[src/rtl/drap_mem_stage.sv]
// Load/store stage in front of a 16-word synchronous data memory: byte/half/word
// loads with extension and read-modify-write sub-word stores.
// Optional misaligned-access trapping is enabled with `define DRAP_MISALIGN_TRAP_EN.
module drap_mem_stage (
  input  logic        clk,
  input  logic        rst,
  input  logic        in_valid,
  output logic        in_ready,
  input  logic [2:0]  ls_op,
  input  logic [31:0] addr,
  input  logic [31:0] wdata,
  output logic [3:0]  mem_address,
  output logic [31:0] mem_data_in,
  output logic        mem_write,
  output logic        mem_read,
  input  logic [31:0] mem_data_out,
  output logic        out_valid,
  output logic [31:0] load_data,
  output logic        misalign
);

  localparam logic [1:0] S_IDLE   = 2'd0;
  localparam logic [1:0] S_ACCESS = 2'd1;
  localparam logic [1:0] S_LWAIT  = 2'd2;
  localparam logic [1:0] S_MERGE  = 2'd3;

  localparam logic [2:0] OP_LW  = 3'b000;
  localparam logic [2:0] OP_LH  = 3'b001;
  localparam logic [2:0] OP_LHU = 3'b010;
  localparam logic [2:0] OP_LB  = 3'b011;
  localparam logic [2:0] OP_LBU = 3'b100;
  localparam logic [2:0] OP_SW  = 3'b101;
  localparam logic [2:0] OP_SH  = 3'b110;
  localparam logic [2:0] OP_SB  = 3'b111;

  logic [1:0]  state_q, state_d;
  logic [2:0]  op_q, op_d;
  logic [5:0]  addr_q, addr_d;
  logic [31:0] wdata_q, wdata_d;
  logic [31:0] load_q, load_d;
  logic        ovld_q, ovld_d;
  logic        rd_raw, wr_raw;
  logic        is_word, is_half, is_sub_store;
  logic [1:0]  lo_eff;
  logic [4:0]  lane_sh;
  logic [31:0] rdata_sh, merged, ext_load;
  logic        unused_addr;

  // Only addr[5:0] is latched; the rest of the address space aliases.
  assign unused_addr = ^addr[31:6];

  assign is_word      = (op_q == OP_LW) || (op_q == OP_SW);
  assign is_half      = (op_q == OP_LH) || (op_q == OP_LHU) || (op_q == OP_SH);
  assign is_sub_store = (op_q == OP_SH) || (op_q == OP_SB);

  // Lane offset with the low address bits forced to the access's natural alignment.
  assign lo_eff   = is_word ? 2'b00 : (is_half ? {addr_q[1], 1'b0} : addr_q[1:0]);
  assign lane_sh  = {lo_eff, 3'b000};
  assign rdata_sh = mem_data_out >> lane_sh;

  always_comb begin
    merged = mem_data_out;
    if (op_q == OP_SH) merged[lane_sh +: 16] = wdata_q[15:0];
    else               merged[lane_sh +: 8]  = wdata_q[7:0];
  end

  always_comb begin
    ext_load = rdata_sh;
    case (op_q)
      OP_LH:   ext_load = {{16{rdata_sh[15]}}, rdata_sh[15:0]};
      OP_LHU:  ext_load = {16'h0000, rdata_sh[15:0]};
      OP_LB:   ext_load = {{24{rdata_sh[7]}}, rdata_sh[7:0]};
      OP_LBU:  ext_load = {24'h000000, rdata_sh[7:0]};
      default: ext_load = rdata_sh;
    endcase
  end

`ifdef DRAP_MISALIGN_TRAP_EN
  logic mis_q, mis_d, mis_hit;
  assign mis_hit  = (is_word && (addr_q[1:0] != 2'b00)) || (is_half && addr_q[0]);
  assign misalign = mis_q;
`else
  assign misalign = 1'b0;
`endif

  always_comb begin
    state_d     = state_q;
    op_d        = op_q;
    addr_d      = addr_q;
    wdata_d     = wdata_q;
    load_d      = load_q;
    ovld_d      = 1'b0;
    rd_raw      = 1'b0;
    wr_raw      = 1'b0;
    mem_data_in = 32'h0;
`ifdef DRAP_MISALIGN_TRAP_EN
    mis_d       = mis_q;
`endif
    case (state_q)
      S_IDLE: begin
        if (in_valid) begin
          op_d    = ls_op;
          addr_d  = addr[5:0];
          wdata_d = wdata;
          state_d = S_ACCESS;
        end
      end
      S_ACCESS: begin
`ifdef DRAP_MISALIGN_TRAP_EN
        mis_d = 1'b0;
        if (mis_hit) begin
          mis_d   = 1'b1;
          load_d  = 32'h0;
          ovld_d  = 1'b1;
          state_d = S_IDLE;
        end else
`endif
        if (op_q == OP_SW) begin
          wr_raw      = 1'b1;
          mem_data_in = wdata_q;
          ovld_d      = 1'b1;
          state_d     = S_IDLE;
        end else begin
          rd_raw  = 1'b1;
          state_d = is_sub_store ? S_MERGE : S_LWAIT;
        end
      end
      S_LWAIT: begin
        load_d  = ext_load;
        ovld_d  = 1'b1;
        state_d = S_IDLE;
      end
      default: begin
        wr_raw      = 1'b1;
        mem_data_in = merged;
        ovld_d      = 1'b1;
        state_d     = S_IDLE;
      end
    endcase
  end

  always_ff @(posedge clk) begin
    if (rst) begin
      state_q <= S_IDLE;
      op_q    <= 3'b000;
      addr_q  <= 6'h00;
      wdata_q <= 32'h0;
      load_q  <= 32'h0;
      ovld_q  <= 1'b0;
`ifdef DRAP_MISALIGN_TRAP_EN
      mis_q   <= 1'b0;
`endif
    end else begin
      state_q <= state_d;
      op_q    <= op_d;
      addr_q  <= addr_d;
      wdata_q <= wdata_d;
      load_q  <= load_d;
      ovld_q  <= ovld_d;
`ifdef DRAP_MISALIGN_TRAP_EN
      mis_q   <= mis_d;
`endif
    end
  end

  // Strobes are gated by reset so an interrupted RMW never writes.
  assign mem_read    = rd_raw & ~rst;
  assign mem_write   = wr_raw & ~rst;
  assign mem_address = addr_q[5:2];
  assign in_ready    = (state_q == S_IDLE);
  assign out_valid   = ovld_q;
  assign load_data   = load_q;

endmodule

[config.mk]
export PLATFORM = sky130hd
export DESIGN_NAME = drap_mem_stage
export DESIGN_NICKNAME = d
export VERILOG_FILES = /design/src/rtl/drap_mem_stage.sv
export SDC_FILE = /design/constraint.sdc
export NUM_CORES = 1
export LEC_CHECK = 0
export CORE_ASPECT_RATIO = 0.5
export CORE_UTILIZATION = 60
export CTS_CLUSTER_SIZE = 12
export DETAILED_ROUTE_END_ITERATION = 7
export DONT_BUFFER_PORTS = 1
export GPL_TIMING_DRIVEN = 0
export PLACE_DENSITY_LB_ADDON = 0.08
export SYNTH_ARGS = -nofsm -noshare
export SYNTH_HDL_FRONTEND = slang
export SYNTH_SLANG_ARGS = --single-unit
[constraint.sdc]
create_clock -name clk -period 5.45 [get_ports clk]
set_clock_uncertainty 0.1 [all_clocks]
set_input_delay 0.2725 -clock clk [delete_from_list [all_inputs] [get_ports clk]]
set_output_delay 0.2725 -clock clk [all_outputs]
set_load 0.01 [all_outputs]
==> impl_metrics.json <==
{
  "drtIter0Drc": 852,
  "firstDrtPassIters": 8,
  "finalSetupTns_ns": 0,
  "rrSetupSlack_ns": 3.19,
  "vias": 5347,
  "path_clk_slew_ns": 0.06,
  "gp_congestion": 1.01,
  "postRouteAntennaNets": 0,
  "worstPathRequired_ns": 5.08,
  "ys_ff_latch": 76,
  "initial_core_util_pct": 63.4,
  "final_core_util_pct": 74.7,
  "p_per_area_mw_per_mm2": 262,
  "rr_endpoint": "load_data[13]",
  "die-area_mm2": 0.00833,
  "core_region_area_mm2": 0.00751,
  "antenna_found_initial": 1,
  "ys_types": 58,
  "grt_pass1_vias": 4952,
  "outcome": "finished with violations",
  "critPathSlowestCell": "nor3b_1",
  "worstSkewPairLatency_ns": 0.34,
  "tightestPinTransition_ns": 0.977,
  "p_leak_nw": 2.12,
  "cts.htree.levels": 3,
  "routed_wl_mm": 18.2,
  "cp.arrival_ns": 3.64,
  "path_delay_family": "compound AO/OA/AOI/OAI gates",
  "slowest_delay_ns": 0.83,
  "synth_area_mm2": 0.00477,
  "reg2reg_depth": 6,
  "layout-drive-gt1-share_pct": 12.1,
  "synth_ff_type": "dfxtp_1",
  "r2r-start": "op_q[2]",
  "track_usage_pct": 44.2,
  "syn_avg_cell_area_um2": 7.57,
  "cts_buffers": 9,
  "cp-end-kind": "output port",
  "ys.warnings.count": 0,
  "port_buffers": 0,
  "synth_top_area_cell": "dfxtp_1",
  "critPathKind": "reg2out",
  "irDropWorstVdd_v": 0.000205,
  "grt_max_degree": 15,
  "violations": "DRC",
  "setup_viol": 0,
  "hold_violations": 0,
  "fmax_mhz": 249,
  "routedWlPerCell_um": 22.9,
  "die_x_um": 128,
  "min_from": "mem_data_out[25]",
  "hold_path_class": "in2reg",
  "min_path_cells": 2,
  "dpl.hpwl_mm": 12.5,
  "area_delta_synth_final_pct": 17.8,
  "relSlewSlack_pct": 34.8,
  "synth_nets": 737,
  "fin_nets": 789,
  "cts-root-buf": "clkbuf_16",
  "n_antenna_cell": 0,
  "io_pins": 175,
  "cts_buffer_depth": 2,
  "async_flop_share_pct": 0,
  "setup.worst_path.start_class": "register",
  "die_y_um": 65.0,
  "cap_violations": 0,
  "worst-path-max-fanout": 11,
  "path_buf_inv": 1,
  "grt-ovfl-total": 0,
  "synth_edf_count": 0,
  "drcViolationCount": 8,
  "critical_path.cell_chain": "xor2_1 > o21a_2 > clkbuf_1 > ha_1 > nor3b_1 > a31oi_1 > a211oi_1 > a21o_1",
  "cts_num_sinks": 76,
  "grt_pass1_wl_mm": 27.5,
  "period_share_pct": 73.6,
  "cts_tree": "done",
  "yosysTopAreaCellShare_pct": 31.9,
  "whs_ns": 0.00185,
  "min_period_ns": 4.01,
  "rows": 22,
  "via_per_inst": 6.73,
  "slew_violations": 0,
  "yosys-top-cells-area": "dfxtp_1 (32%), nand2_1 (10%), a21oi_1 (6.2%), a311oi_2 (3.8%), nor2_1 (3.4%)",
  "hold_path_end": "load_data[25]",
  "synth_cells": 630,
  "ys_seq_area_share_pct": 31.9,
  "rsz0062_at_grt": "false"
}
==> Yosys cell counts (all sizes together), types with 15 or more instances <==
| cell | instances |
|---|---|
| inv | 21 |
| dfxtp | 76 |
| a21oi | 60 |
| clkbuf | 32 |
| nor3 | 20 |
| a311oi | 16 |
| a21o | 15 |
| buf | 25 |
| a211oi | 24 |
| nor2 | 45 |
| nand2 | 132 |
| o21ai | 50 |
| a22o | 16 |
==> metal layers <==
metal	global-route usage, %	vias up	wire length [um]
li1	-	2377	-
met1	58.0	2444	7180
met2	67.5	471	7570
met3	17.1	53	3020
met4	11.9	2	400
met5	0	-	13
==> logic make-up after synthesis <==
kind of cell               share of synthesized area, %
and+or+nand+nor                                    22.9
muxes                                             0.446
other                                            0.0787
adders and majority gates                          1.31
AOI/OAI and AO/OA                                  35.2
DFF                                                31.9
buffers and inverters                              7.95
xor gates and xnor gates                          0.184
==> what timing repair did <==
| item | in CTS | in global routing |
|---|---|---|
| resized for setup | 0 | 0 |
| hold buffers | 41 | 0 |
| setup endpoints to repair | 0 | 0 |
| buffers inserted | 0 | 0 |
| endpoints found under the hold margin | 41 | 0 |
==> placed cells by master, fill, tap and decap left out, drive strengths merged, types with 20 or more instances in the layout <==
master	n
dlygate4sd3	41
a211oi	24
dfxtp	76
clkbuf	41
o21ai	50
nor2	45
a21oi	60
buf	25
nand2	132
inv	22
nor3	20
==> cell type report <==
| cell class | instances | area (um2) |
|---|---|---|
| flip-flops and latches | 76 | 1520 |
| inverters | 21 | 78.8 |
| plain buffers | 57 | 300 |
| multi-input cells | 476 | 2870 |
| clock buffers | 9 | 225 |
| clock inverters | 7 | 76.3 |
| well taps | 108 | 135 |
| fillers | 544 | 1900 |
| repair buffers | 41 | 410 |
==> registers in the layout, summed over array words and instances, names as in the netlist <==
register,cells
wdata_q,32
addr_q,6
state_q,2
load_data,32
op_q,3
out_valid,1
==> through the flow <==
stage	instance area [um2]	total power, mW	setup slack (ns)	cells
2_1_floorplan	4770	0.781	2.62	630
6_report	5610	1.47	1.44	795
4_1_cts	5610	1.45	1.51	795
5_1_grt	5610	1.52	1.29	795
3_3_place_gp	4900	0.831	1.94	738
3_5_place_dp	4900	0.836	1.86	738
==> worst max path at each step <==
stage,startpoint,endpoint,depth (start not counted)
floorplan,op_q[0],mem_data_in[14],9
global placement,op_q[2],mem_data_in[15],8
detailed placement,op_q[2],mem_data_in[14],8
CTS,op_q[2],mem_data_in[14],8
global route,op_q[2],mem_data_in[14],8
finish,op_q[2],mem_data_in[14],8
==> power breakdown <==
group / internal (mW) / leakage, nW / total, mW / switching (mW)
clock: 0.357 / 0.142 / 0.605 / 0.249
combinational: 0.0939 / 1.36 / 0.241 / 0.147
sequential: 0.586 / 0.621 / 0.624 / 0.0377
total: 1.04 / 2.12 / 1.47 / 0.434
Power figures use the tool's default switching activity.
